**config.mk**
```make
export PLATFORM = sky130hd
export DESIGN_NAME = uart_pixel_loader
export DESIGN_NICKNAME = d
export VERILOG_FILES = /design/src/rtl/uart_pixel_loader.sv
export SDC_FILE = /design/constraint.sdc
export NUM_CORES = 1
export LEC_CHECK = 0
export BUFFER_PORTS_ARGS = -buffer_cell sky130_fd_sc_hd__buf_4
export CORE_AREA = 2 2 164 166
export CTS_BUF_LIST = sky130_fd_sc_hd__clkbuf_2 sky130_fd_sc_hd__clkbuf_4 sky130_fd_sc_hd__clkbuf_8
export CTS_CLUSTER_DIAMETER = 150
export CTS_CLUSTER_SIZE = 14
export DETAILED_ROUTE_END_ITERATION = 7
export DIE_AREA = 0 0 166 168
export PLACE_DENSITY = 0.65
export SYNTH_ARGS = -nofsm -noshare
export SYNTH_HDL_FRONTEND = slang
export SYNTH_SLANG_ARGS = --single-unit
```
**constraint.sdc**
```tcl
create_clock -name clk -period 6.9 [get_ports clk]
set_input_delay 0.345 -clock clk [delete_from_list [all_inputs] [get_ports clk]]
set_output_delay 0.345 -clock clk [all_outputs]
set_load 0.03 [all_outputs]
```
**src/rtl/uart_pixel_loader.sv**
```systemverilog
// uart_pixel_loader: 8N1 UART receiver -> RGB565 word assembler -> FWFT FIFO
// with a valid/ready output towards the LCD controller colour input.
// Optional feature macro: UART_PIXEL_LOADER_RESYNC_EN (timeout that discards a
// stale pending high byte after two idle byte-times).
module uart_pixel_loader #(
  parameter int clk_freq       = 50000000,
  parameter int uart_baud_rate = 57600,
  parameter int fifo_aw        = 4
) (
  input  logic               clk,
  input  logic               rst,
  input  logic               uart_rx,
  output logic [15:0]        pixel_data,
  output logic               pixel_valid,
  input  logic               pixel_ready,
  output logic [fifo_aw:0]   fifo_count,
  output logic               frame_error,
  output logic               overflow,
  output logic               half_word
);

  localparam int DIV_RAW = clk_freq / (uart_baud_rate * 16);
  localparam int DIV     = (DIV_RAW < 1) ? 1 : DIV_RAW;
  localparam int DIV_W   = (DIV > 1) ? $clog2(DIV) : 1;
  localparam int DEPTH   = 1 << fifo_aw;

  localparam logic [DIV_W-1:0]   DIV_LAST = DIV_W'(DIV - 1);
  localparam logic [fifo_aw:0]   CNT_FULL = (fifo_aw + 1)'(DEPTH);
  localparam logic [fifo_aw:0]   CNT_ONE  = (fifo_aw + 1)'(1);
  localparam logic [fifo_aw-1:0] PTR_ONE  = fifo_aw'(1);

  typedef enum logic [1:0] {IDLE, START, DATA, STOP} state_t;

  logic [DIV_W-1:0] div_cnt_q;
  logic             tick;
  logic             rx_s1_q, rx_s2_q;
  state_t           state_q, state_d;
  logic [3:0]       tcnt_q, tcnt_d;
  logic [2:0]       bit_cnt_q, bit_cnt_d;
  logic [7:0]       shift_q, shift_d;
  logic             byte_ok, byte_bad;
  logic [7:0]       hi_q;
  logic [15:0]      word_q;
  logic             half_q, push_q, fe_q;
  logic [15:0]      mem [DEPTH];
  logic [fifo_aw-1:0] wr_q, rd_q;
  logic [fifo_aw:0] cnt_q;
  logic             ovf_q;
  logic             pop, full, wr_en;

  assign tick = (div_cnt_q == DIV_LAST);

  // Free-running 16x oversample tick divider.
  always_ff @(posedge clk or posedge rst) begin
    if (rst)       div_cnt_q <= '0;
    else if (tick) div_cnt_q <= '0;
    else           div_cnt_q <= div_cnt_q + 1'b1;
  end

  // Two-flop synchroniser; idle-high reset value avoids a false start bit.
  always_ff @(posedge clk or posedge rst) begin
    if (rst) begin
      rx_s1_q <= 1'b1;
      rx_s2_q <= 1'b1;
    end else begin
      rx_s1_q <= uart_rx;
      rx_s2_q <= rx_s1_q;
    end
  end

  // RX FSM state registers.
  always_ff @(posedge clk or posedge rst) begin
    if (rst) begin
      state_q   <= IDLE;
      tcnt_q    <= '0;
      bit_cnt_q <= '0;
      shift_q   <= '0;
    end else begin
      state_q   <= state_d;
      tcnt_q    <= tcnt_d;
      bit_cnt_q <= bit_cnt_d;
      shift_q   <= shift_d;
    end
  end

  // RX FSM next state: mid-bit sampling, LSB first, stop-bit validation.
  always_comb begin
    state_d   = state_q;
    tcnt_d    = tcnt_q;
    bit_cnt_d = bit_cnt_q;
    shift_d   = shift_q;
    byte_ok   = 1'b0;
    byte_bad  = 1'b0;
    case (state_q)
      IDLE: begin
        if (!rx_s2_q) begin
          state_d = START;
          tcnt_d  = '0;
        end
      end
      START: begin
        if (tick) begin
          if (tcnt_q == 4'd7) begin
            tcnt_d    = '0;
            bit_cnt_d = '0;
            state_d   = rx_s2_q ? IDLE : DATA;
          end else begin
            tcnt_d = tcnt_q + 4'd1;
          end
        end
      end
      DATA: begin
        if (tick) begin
          if (tcnt_q == 4'd15) begin
            tcnt_d    = '0;
            shift_d   = {rx_s2_q, shift_q[7:1]};
            bit_cnt_d = bit_cnt_q + 3'd1;
            if (bit_cnt_q == 3'd7) state_d = STOP;
          end else begin
            tcnt_d = tcnt_q + 4'd1;
          end
        end
      end
      STOP: begin
        if (tick) begin
          if (tcnt_q == 4'd15) begin
            tcnt_d   = '0;
            state_d  = IDLE;
            byte_ok  = rx_s2_q;
            byte_bad = !rx_s2_q;
          end else begin
            tcnt_d = tcnt_q + 4'd1;
          end
        end
      end
      default: state_d = IDLE;
    endcase
  end

`ifdef UART_PIXEL_LOADER_RESYNC_EN
  logic [8:0] rs_cnt_q;
  logic       rs_timeout;

  assign rs_timeout = half_q && (state_q == IDLE) && tick && (rs_cnt_q == 9'd319);

  // Idle timeout counter for a stale pending high byte (two byte-times).
  always_ff @(posedge clk or posedge rst) begin
    if (rst)                              rs_cnt_q <= '0;
    else if (!half_q || state_q != IDLE)  rs_cnt_q <= '0;
    else if (tick)                        rs_cnt_q <= rs_timeout ? 9'd0 : rs_cnt_q + 9'd1;
  end
`endif

  // Byte pairing: high byte first, push of the full word one cycle later.
  always_ff @(posedge clk or posedge rst) begin
    if (rst) begin
      hi_q   <= '0;
      word_q <= '0;
      half_q <= 1'b0;
      push_q <= 1'b0;
      fe_q   <= 1'b0;
    end else begin
      push_q <= 1'b0;
      fe_q   <= byte_bad;
      if (byte_bad) begin
        half_q <= 1'b0;
      end else if (byte_ok) begin
        if (half_q) begin
          word_q <= {hi_q, shift_q};
          half_q <= 1'b0;
          push_q <= 1'b1;
        end else begin
          hi_q   <= shift_q;
          half_q <= 1'b1;
        end
      end
`ifdef UART_PIXEL_LOADER_RESYNC_EN
      else if (rs_timeout) begin
        half_q <= 1'b0;
      end
`endif
    end
  end

  assign full  = (cnt_q == CNT_FULL);
  assign pop   = (cnt_q != '0) && pixel_ready;
  assign wr_en = push_q && (!full || pop);

  // FIFO storage; contents are discarded on reset via the pointers/count.
  always_ff @(posedge clk) begin
    if (wr_en) mem[wr_q] <= word_q;
  end

  // FIFO pointers, occupancy count and sticky overflow flag.
  always_ff @(posedge clk or posedge rst) begin
    if (rst) begin
      wr_q  <= '0;
      rd_q  <= '0;
      cnt_q <= '0;
      ovf_q <= 1'b0;
    end else begin
      if (wr_en) wr_q <= wr_q + PTR_ONE;
      if (pop)   rd_q <= rd_q + PTR_ONE;
      if (wr_en && !pop)      cnt_q <= cnt_q + CNT_ONE;
      else if (pop && !wr_en) cnt_q <= cnt_q - CNT_ONE;
      if (push_q && full && !pop) ovf_q <= 1'b1;
    end
  end

  assign pixel_valid = (cnt_q != '0);
  assign pixel_data  = pixel_valid ? mem[rd_q] : 16'h0000;
  assign fifo_count  = cnt_q;
  assign frame_error = fe_q;
  assign overflow    = ovf_q;
  assign half_word   = half_q;

endmodule

```
After elaboration in Yosys (flattened, before gate mapping)

Memory sizes are Yosys's and may differ from the RTL's.
Cells that the tools add are included.

ROM bits: 0
Register bits: 66
Memories: 1
Bits in latches: 0
Output and inout bits: 25
RAM bits: 256

Memory list:

| memory | depth | width | read ports | clocked after Yosys merged registers in | write ports | line | source |
|---|---|---|---|---|---|---|---|
| mem    | 16    | 16    | 1          | 0                                       | 1           | 45   | `logic [15:0] mem [DEPTH];` |

Bitwise gates (word level): 2
Divide/modulo/power cells: 0
Shift operators: 0
Multipliers: 0
Equal/unequal tests: 17
Reductions and logical operators: 23
$add $sub $neg: 7
Mux-type cells: 39
$lt $le $gt $ge: 0

Operators by type and width:

| kind                                             | number |
|---|---|
| 2-to-1 mux 4 bit                                 | 5 |
| 2-to-1 mux 2 bit                                 | 9 |
| 2-to-1 mux 16 bit                                | 1 |
| != test 2 bit, second input constant             | 8 |
| 2-to-1 mux 1 bit                                 | 14 |
| adder 4 x 1 -> 4 bit, second input constant      | 3 |
| 2-to-1 mux 3 bit                                 | 4 |
| case mux 4 bit (3 select lines)                  | 1 |
| AND reduction 3 bit                              | 4 |
| 2-to-1 mux 5 bit                                 | 2 |
| case mux 2 bit (4 select lines)                  | 1 |
| AND reduction 8 bit                              | 1 |
| adder 6 x 1 -> 6 bit, second input constant      | 1 |
| equality test 6 bit, second input constant       | 1 |
| logical AND 1 bit                                | 6 |
| 2-to-1 mux 6 bit                                 | 1 |
| case mux 3 bit (2 select lines)                  | 1 |
| nonzero test 2 bit                               | 3 |
| adder 5 x 1 -> 5 bit, second input constant      | 1 |
| equality test 5 bit, second input constant       | 1 |
| AND reduction 5 bit                              | 1 |
| nonzero test 5 bit                               | 1 |
| subtractor 5 x 1 -> 5 bit, second input constant | 1 |
| equality test 2 bit, second input constant       | 2 |
| other kinds (11)                                 | 15 |

Logic depth before layout (Yosys ltp)

Gate-level depths: netlist of the first run.

Depth in word-level cells: 8
Gate-level depth with buffers: 11

Least setup slack after synthesis of the first run

Ideal clock, no wire load.

Path type: register to register
Start point: register cnt_q[0] (netlist: fifo_count[0])
End point: register cnt_q[4] (netlist: fifo_count[4])
Data arrival time: 3276 ps
Data required time: 6774 ps
Cell stages (with the launch flop): 12
Path slack: 3498 ps
Clock period less this slack: 3402 ps
Path through: dfrtp_1 -> or4_4 -> buf_6 -> o21ai_1 -> inv_2 -> ha_1 -> inv_1 -> ha_1 -> a21o_1 -> a2111oi_0 -> a31oi_1 -> a221o_1

Word-level cells in the longest chain between the ends: 7
Elaborated cells on any way between the ends: 15
Those cells by class: add/sub (2); eq/ne (1); mux (2); reduce/logical (10)

RTL lines:

| element                                                   | line     | source |
|---|---|---|
| from (decl)                                               | 47       | `logic [fifo_aw:0] cnt_q;` |
| from (signal assigned)                                    | 204      | `if (wr_en && !pop) cnt_q <= cnt_q + CNT_ONE;` |
| from (signal assigned)                                    | 205      | `else if (pop && !wr_en) cnt_q <= cnt_q - CNT_ONE;` |
| equality test 5 bit or nonzero test 5 bit (tied branches) | 185, 186 |  |
| zero test 1 bit or logical AND 1 bit (tied branches)      | 187, 186 |  |
| logical OR 1 bit (*)                                      | 187      | `assign wr_en = push_q && (!full \|\| pop);` |
| logical AND 1 bit (*)                                     | 187      |  |
| via wr_en                                                 | 49       | `logic pop, full, wr_en;` |
| zero test 1 bit                                           | 205      |  |
| logical AND 1 bit                                         | 205      |  |
| nonzero test 2 bit (no source line)                       | --       |  |

Mark *: on every way through the listed nets, which the timed path passes. The rest lies on a longest branch. The select of a mux whose other input is x is not followed.
A chain may end at the register's enable or synchronous reset.

Final worst setup path of the first run

Start point: register rd_q[1]
End point: output port pixel_data[4]

Word-level cells in the longest chain between the ends: 2

RTL lines:

| element                | line | source |
|---|---|---|
| from (decl)            | 46   | `logic [fifo_aw-1:0] wr_q, rd_q;` |
| from (signal assigned) | 203  | `if (pop) rd_q <= rd_q + PTR_ONE;` |
| memory (16 x 16 bit)   | --   |  |
| 2-to-1 mux 16 bit      | 211  | `assign pixel_data = pixel_valid ? mem[rd_q] : 16'h0000;` |
| to (decl)              | 13   | `output logic [15:0] pixel_data,` |

No other way between the ends.

==> impl_metrics.toml, run 1 <==
[floorplanning]
initial_core_util = 0.487
rows = 60
dieHeight_um = 168
die-area_mm2 = 0.0279
fp.coreArea_mm2 = 0.0264
num_io_pins = 29
die_w_um = 166

[place]
gp_congestion = 0.816
place_ws_ns = 3.23
placed_cells = 1005
hpwl_um = 14900
port_buffers = 28
placed_area_mm2 = 0.0135

[worst_setup_path]
r2r-start = "fifo_count[0]"
crit_family = "buffers and inverters"
cp.depth = 5
ff2ff_setup_slack_ns = 3.27
reg2reg_to = "fifo_count[4]"
cp_slowest_cell = "buf_4"
crit_path_cell_trace = "buf_4 -> mux4_2 -> mux2_2 -> a221o_2 -> buf_4"
startpoint = "rd_q[1]"
cp-end-kind = "output port"
worstPathArrival_ns = 3.40
crit_buf_inv = 2
required_ns = 6.55
crit_type = "register to output port"
endpoint = "pixel_data[4]"
cpMostUsedCell = "buf_4"
cp-start-kind = "register"
cp_max_fo = 57
crit_path_max_incr_delay_ns = 0.81
rr_worst_depth = 10

[logic_synthesis]
syn_inst = 651
ys.flop_type = "edfxtp_1"
ys_top_cells_by_area = "edfxtp_1, dfrtp_1, mux4_2"
synthMostInstantiatedCell = "edfxtp_1"
synthesis.nets = 670
synthXorXnorAreaFrac = 0.0109
syn_area_per_cell_um2 = 19.7
synthMuxAreaShare = 0.158
synth-adder-area-share = 0.0152
postSynthRegisterBits = 322
yosys.area_share.simple = 0.0403
synth_top_area_share = 0.599
ys_seq_area_frac = 0.728
synth_warnings = 0
yosys.area.top_type = "edfxtp_1"
ys_top_cells_by_count = "edfxtp_1, dfrtp_1, mux4_2"
synth_top_family_by_area = "multiplexers"
syn_area_mm2 = 0.0128
synth-compound-area-share = 0.0325
synth_cell_type_count = 57
async_flop_share = 0.205
synth_edf_count = 256

[global_routing]
grt_pass1_wl_um = 39000
overflow = 0
grt_pass1_vias = 6435
grt_antenna_before_repair = 0
grt_max_degree = 67
track_usage = 0.186

[final_layout]
design_area_mm2 = 0.0140
syn_to_final_growth_pct = 9.29
antenna_cells = 0
utilization = 0.532
fin_cells = 1054
layout-drive-gt1-share = 0.328
fin_nets = 712

[timing]
finalClockSkew_ns = 0.0291
rsz0062_at_grt = "no"
worst_pin_slew_ns = 1.24
hold_viol = 0
fin_crit_sh = 0.543
slew_headroom = 0.168
drv_slew = 0
clock.fmax_mhz = 267
setup_tns_ns = 0
final-setup-viol-count = 0
period_minus_slack_ns = 3.75
setup_ws_ns = 3.15

[min_path]
hold_class = "input pin to asynchronous set/reset pin"

[cts]
clk_path_buf_depth = 3
clkLatencyLatePin_ns = 0.56
post_cts_resize_count = 0
numCtsBuffers = 26
cts_tree = "built"
clkSinkCount = 322
cts_root_buf = "clkbuf_8"
hold_buffers = 1
clk_pin_slew_ns = 0.10
post_cts_buffers = 0
h-tree-depth = 1

[pwr]
power.leakage_nw = 5.60
peakVddDrop_uv = 247
p_per_area_mw_per_mm2 = 277

[drt]
postRouteAntennaNets = 0
drt-initial-drc-count = 468
dr.pass1.iters = 4
avgViaCountPerCell = 5.79
avgRoutedWirePerCell_um = 24.2
wirelength_um = 25600
num_vias = 6105
drc = 0

[run_status]
status = "completed"

[run]
drv_cap = 0
final cells by class:
type | count | area (µm²)
timing repair buffer | 45 | 340
fill | 2025 | 12300
clock buffer | 48 | 529
sequential | 322 | 9350
inverter | 12 | 45.0
multi-input combinational | 286 | 3340
tap | 341 | 427
worst register-to-register path: cells and delay by family (launching register included):
kind / cells / cell delay [ns]
AND/OR/NAND/NOR: 1 / 0.61
buffers and inverters: 2 / 0.37
AO/OA/AOI/OAI: 5 / 1.51
flip-flops: 1 / 0.46
adder cells (fa/ha/maj): 2 / 0.58
per-layer routing:
layer | global-route usage | part of all wire | routed length, µm
met4 | 0.0510 | 0.019 | 496
met2 | 0.341 | 0.53 | 13700
met1 | 0.237 | 0.39 | 10000
met3 | 0.0214 | 0.054 | 1370
met5 | 0 | 0 | 0
power by group:
part           internal (mW)  total [mW]  leakage (nW)  switching [mW]
Combinational          0.259       0.647          1.47           0.388
Sequential              2.10        2.17          3.84          0.0727
Clock                  0.478        1.06         0.291           0.584
Total                   2.84        3.88          5.60            1.04
cell families (layout without fill, tap and decap cells):
group / after synthesis / after routing
AND/OR/NAND/NOR: 89 / 89
multiplexers: 116 / 116
adder cells (fa/ha/maj): 15 / 15
flip-flops: 322 / 322
XOR/XNOR: 16 / 16
AO/OA/AOI/OAI: 50 / 50
buffers and inverters: 43 / 105
state kept, by name (all words and copies together), names as in the netlist, named ones only:
signal and cells:
bit_cnt_q 3, div_cnt_q 6, fifo_count 5, frame_error 1, half_word 1, hi_q 8
mem 256, overflow 1, push_q 1, rd_q 4, rx_s1_q 1, rx_s2_q 1
shift_q 8, state_q 1, tcnt_q 4, word_q 16, wr_q 4
worst min-delay path by stage:
stage | slack, ns | cells after the start | to
after global placement | 0.35 | 0 | rx_s2_q
after floorplan | 0.35 | 0 | rx_s2_q
after global routing | 0.05 | 3 | rd_q[2]
after detailed placement | 0.35 | 0 | rx_s2_q
final | 0.03 | 3 | wr_q[2]
after CTS | 0.03 | 3 | rd_q[2]
stage by stage:
stage	hold WS [ns]	total power, mW
CTS	0.0304	3.92
finish	0.0286	3.88
global placement	0.347	2.86
floorplan	0.345	2.71
detailed placement	0.349	2.88
global route	0.0519	4.05
placed cells by master (no fill, tap or decap), types with 3 or more instances in the layout:
master       n
edfxtp_1   256
mux4_2      64
dfrtp_1     62
mux2_2      47
buf_4       44
clkbuf_8    27
clkbuf_4    21
nor2b_1     18
nor2_1      16
ha_1        14
nand2_1     11
a221o_1     11
inv_1       10
xnor2_1     10
nand3_1      9
o21ai_0      8
a21oi_1      6
xor2_1       6
a221o_2      6
nor3_2       5
nor3_1       4
and3_1       4
nor4_2       4
nand4_1      3
a21o_1       3
o2bb2ai_1    3
mux2_1       3
No activity file was read; power rests on OpenSTA's default activity.
==> inputs of run 2 (changes only) <==
- clock period: 6.9 -> 3.6 ns (I/O delays scaled with it)
==> run 2 against run 1 <==
  * Clock power is 92% higher
  * Cell count is 0.57% higher
  * Total power is 93% higher
  * Via count is 1.4% higher
  * Global-route usage is 0.34 points lower
  * Non-clock buffer count is 6 higher
  * Combinational power is 98% higher
  * Largest power group unchanged
==> impl_metrics.toml, run 2 (synthesized netlist as in run 1, its figures left out) <==
[run_status]
status = "completed"

[drt]
avgRoutedWirePerCell_um = 23.8
wirelength_um = 25200
avgViaCountPerCell = 5.84
num_vias = 6190
dr.pass1.iters = 4
drc = 0
postRouteAntennaNets = 0
drt-initial-drc-count = 466

[place]
place_ws_ns = 0.260
placed_area_mm2 = 0.0136
hpwl_um = 14800
gp_congestion = 0.832
port_buffers = 28

[final_layout]
reg.largest.list = "mem: 256 flops, word_q: 16 flops"
antenna_cells = 0
regMostFlops = "mem"
design_area_mm2 = 0.0141
syn_to_final_growth_pct = 10.0
layout-drive-gt1-share = 0.332
largest_register_ffs = 256
final_common_cell = "edfxtp_1"
utilization = 0.536
final_cell_mix = "edfxtp_1, mux4_2, dfrtp_1, mux2_2, buf_4"
fin_nets = 718

[worst_setup_path]
cp-start-kind = "register"
worstPathArrival_ns = 3.82
cp_slowest_cell = "or4_4"
crit_path_max_incr_delay_ns = 0.62
cp-end-kind = "register"
required_ns = 4.06
crit_path_cell_trace = "or4_4 -> o21ai_1 -> inv_2 -> ha_1 -> inv_1 -> ha_1 -> a21o_1 -> a2111oi_2 -> a31oi_1 -> a221o_1"
cp_max_fo = 8
crit_type = "register to register"
cpMostUsedCell = "ha_1"

[global_routing]
track_usage = 0.183
grt_pass1_vias = 6520
grt_max_degree = 41
grt_antenna_before_repair = 0
overflow = 0
grt_pass1_wl_um = 38900

[floorplanning]
initial_core_util = 0.487
rows = 60
fp.coreArea_mm2 = 0.0264
die_w_um = 166
dieHeight_um = 168
num_io_pins = 29
die-area_mm2 = 0.0279

[cts]
cts_root_buf = "clkbuf_8"
cts_tree = "built"
post_cts_buffers = 0
h-tree-depth = 1
numCtsBuffers = 26
clkLatencyLatePin_ns = 0.57
clk_path_buf_depth = 3
clkSinkCount = 322
clk_pin_slew_ns = 0.11

[timing]
period_minus_slack_ns = 3.36
final-setup-viol-count = 0
clock.fmax_mhz = 298
hold_viol = 0
slew_headroom = 0.231
drv_slew = 0
finalClockSkew_ns = 0.0225
setup_tns_ns = 0
rsz0062_at_grt = "no"
worst_pin_slew_ns = 1.15
fin_crit_sh = 0.934
setup_ws_ns = 0.239

[pwr]
power.leakage_nw = 5.65
p_per_area_mw_per_mm2 = 532
power_mw = 7.51
peakVddDrop_uv = 313

[min_path]
hold_class = "input pin to register"

[run]
drv_cap = 0
==> run 2: cell count changes in the layout (fill, tap and decap cells not counted) <==
cell / change
a2111oi_0: -1
buf_12: +3
a2111oi_2: +1
buf_4: +1
dlygate4sd3_1: +2
==> run 2: area by class of cell <==
type | instances | area, µm²
Sequential cell | 322 | 9350
Timing Repair Buffer | 51 | 428
Fill cell | 2021 | 12200
Multi-Input combinational cell | 286 | 3350
Tap cell | 341 | 427
Clock buffer | 48 | 529
Inverter | 12 | 45.0
==> run 2: path summary, 6_finish.rpt <==
path	start	slack (ns)	depth (start not counted)	end
worst max-delay path	fifo_count[0]	0.24	10	fifo_count[4]
worst min-delay path	uart_rx	0.27	2	rx_s1_q
worst max register to register	fifo_count[0]	0.24	10	fifo_count[4]
worst min register to register	rx_s1_q	0.36	0	rx_s2_q
max in group asynchronous	rst	2.39	4	word_q[12]
min in group asynchronous	rst	0.31	3	wr_q[0]
==> run 2: power by group <==
group / leakage [nW] / total [mW] / switching (mW) / internal [mW]
logic: 1.51 / 1.28 / 0.721 / 0.555
clock network: 0.291 / 2.04 / 1.12 / 0.916
registers: 3.84 / 4.20 / 0.174 / 4.02
==> run 2: what timing repair did <==
item,in CTS,in global routing
endpoints found under the setup margin,0,1
hold endpoints to repair,35,0
hold buffers,3,0
gates resized for setup,0,2
==> run 2: stage by stage <==
| step | hold slack (ns) | std cells |
|---|---|---|
| 2_1_floorplan | 0.184 | 651 |
| 4_1_cts | 0.228 | 1060 |
| 3_5_place_dp | 0.289 | 1009 |
| 6_report | 0.271 | 1060 |
| 5_1_grt | 0.238 | 1060 |
| 3_3_place_gp | 0.290 | 1009 |
==> run 2: routing by layer <==
metal	track usage	up-vias	wire (µm)
met4	0.0397	0	359
met3	0.0235	32	1020
met1	0.240	3324	10400
met2	0.330	133	13400
li1	-	2701	-
met5	0	-	0
==> run 2: critical path: cells and delay by family, from the launching register on <==
kind            cells  cell delay [ns]
simple gates        1             0.62
buf+inv             2             0.31
flops               1             0.47
compound gates      5             1.28
fa+ha+maj           2             0.56
==> inputs of run 3 (changes only) <==
- CORE_AREA: 2 2 164 166 -> 2 2 156 158
- DIE_AREA: 0 0 166 168 -> 0 0 158 160
- PLACE_DENSITY: 0.65 -> 0.74
- clock period: 3.6 -> 3 ns (I/O delays scaled with it)
==> run 3 against run 2 <==
  * Cell count shrank 0.57%
  * Non-clock buffer count grew 11
  * Die area shrank 9.4%
  * Total power grew 23%
  * Register-to-register slack lost 0.13 ns
  * Worst hold slack lost 0.036 ns
  * Via count grew 1.6%
  * Sequential cell count is the same
  * Clock-buffer cell count is the same
  * Sequential share of layout area shrank 0.72 points
==> impl_metrics.toml, run 3 (synthesized netlist as in run 1, its figures left out) <==
[drt]
postRouteAntennaNets = 0
wirelength_um = 26200
dr.pass1.iters = 5
num_vias = 6288
avgRoutedWirePerCell_um = 24.9
drt-initial-drc-count = 637
drc = 0
avgViaCountPerCell = 5.97

[global_routing]
grt_antenna_before_repair = 0
grt_pass1_vias = 6639
grt_pass1_wl_um = 39900
grt_max_degree = 52
track_usage = 0.215
overflow = 0

[worst_setup_path]
cp_max_fo = 16
ff2ff_setup_slack_ns = 0.11
required_ns = 2.85
cpMostUsedCell = "buf_4"
rr_worst_depth = 9
crit_type = "register to output port"
reg2reg_to = "fifo_count[4]"
r2r-start = "fifo_count[2]"
crit_family = "simple AND/OR/NAND/NOR gates"
crit_buf_inv = 3
crit_path_cell_trace = "or4_4 -> buf_4 -> o211ai_4 -> buf_12 -> nor2b_1 -> a221o_2 -> buf_4"
cp_slowest_cell = "or4_4"
worstPathArrival_ns = 2.75
cp-start-kind = "register"
cp-end-kind = "output port"
crit_path_max_incr_delay_ns = 0.61

[place]
hpwl_um = 15000
port_buffers = 28
placed_cells = 994
gp_congestion = 0.836

[cts]
clk_pin_slew_ns = 0.09
clkLatencyLatePin_ns = 0.56
clk_path_buf_depth = 3
cts_tree = "built"
h-tree-depth = 1
cts_root_buf = "clkbuf_8"
clkSinkCount = 322
numCtsBuffers = 26

[timing]
rsz0062_at_grt = "no"
period_minus_slack_ns = 2.90
hold_ws_ns = 0.235
hold_viol = 0
drv_slew = 0
slew_headroom = 0.201
fin_crit_sh = 0.968
setup_tns_ns = 0
worst_pin_slew_ns = 1.20
finalClockSkew_ns = 0.0125
clock.fmax_mhz = 344
final-setup-viol-count = 0

[final_layout]
ff_latch_area_mm2 = 0.00935
final_common_cell = "edfxtp_1"
fin_cells = 1054
fin_nets = 729
multiInputGateArea_mm2 = 0.00341
reg.largest.list = "mem: 256 flops, word_q: 16 flops"
regMostFlops = "mem"
largest_register_ffs = 256
antenna_cells = 0
final_cell_mix = "edfxtp_1, mux4_2, dfrtp_1, buf_4, mux2_2"
syn_to_final_growth_pct = 11.3
layout-drive-gt1-share = 0.353
utilization = 0.600
final.fill_count = 1703

[pwr]
peakVddDrop_uv = 466
power_switching_mw = 2.49
comb_power_share = 0.204
power.leakage_nw = 5.71
power_mw = 9.24
intPower_mw = 6.75
swShare = 0.270
p_per_area_mw_per_mm2 = 647
sequentialPowerShare = 0.534
clock_power_share = 0.262

[floorplanning]
die-area_mm2 = 0.0253
num_io_pins = 29
initial_core_util = 0.539
fp.coreArea_mm2 = 0.0238
die_w_um = 158
dieHeight_um = 160
rows = 57

[run_status]
status = "completed"

[min_path]
whs_endpoint = "rx_s1_q"
min_from = "uart_rx"
hold_path_depth = 2
hold_class = "input pin to register"

[run]
drv_cap = 0
[run 3: changes by cell type in the layout (fill, tap and decap cells not counted), sizes merged]
cell  before  now
buf       48   59
[run 3: repair_timing]
| item | 4_1_cts | 5_1_grt |
|---|---|---|
| cloned | 0 | 0 |
| setup buffers | 5 | 4 |
| pin swaps | 1 | 3 |
| setup endpoints to repair | 16 | 1 |
| gates resized for setup | 0 | 1 |
| hold buffers | 3 | 0 |
| hold endpoints to repair | 33 | 0 |
[run 3: power groups by stage]
stage / Clock, mW / Combinational, mW / Sequential (mW)
final: 2.42 / 1.88 / 4.93
after global routing: 2.64 / 2.01 / 4.94
after CTS: 2.48 / 1.86 / 4.94
after detailed placement: 0 / 1.63 / 5.15
after global placement: 0 / 1.59 / 5.13
after floorplan: 0 / 1.21 / 5.07
[run 3: worst max path at each step]
stage / startpoint / to / slack (ns) / cells after the start
final: fifo_count[2] / pixel_data[1] / 0.1 / 7
after detailed placement: fifo_count[1] / fifo_count[4] / 0.06 / 9
after floorplan: fifo_count[1] / fifo_count[4] / 0.05 / 10
after global placement: fifo_count[1] / fifo_count[4] / 0.14 / 9
after global routing: fifo_count[2] / fifo_count[4] / 0.01 / 9
after CTS: fifo_count[1] / fifo_count[4] / 0.05 / 9
[run 3: routing by layer]
metal	GRT usage	up-vias	share of wire
met2	0.382	186	0.54
met4	0.0577	0	0.020
li1	-	2730	-
met5	0	-	0
met1	0.280	3326	0.39
met3	0.0258	46	0.049
[run 3: cell type report]
| type | count | share of cell area |
|---|---|---|
| clock buffers | 48 | 0.0371 |
| repair buffers | 62 | 0.0380 |
| well taps | 324 | 0.0284 |
| multi-input cells | 286 | 0.239 |
| flip-flops and latches | 322 | 0.655 |
| inverters | 12 | 0.00333 |
[run 3: stage by stage]
| step | instance area [µm²] | setup slack [ns] |
|---|---|---|
| after floorplan | 12900 | 0.0487 |
| after global placement | 13600 | 0.144 |
| after detailed placement | 13600 | 0.0581 |
| after CTS | 14200 | 0.0504 |
| after global routing | 14300 | 0.0114 |
| final | 14300 | 0.0961 |
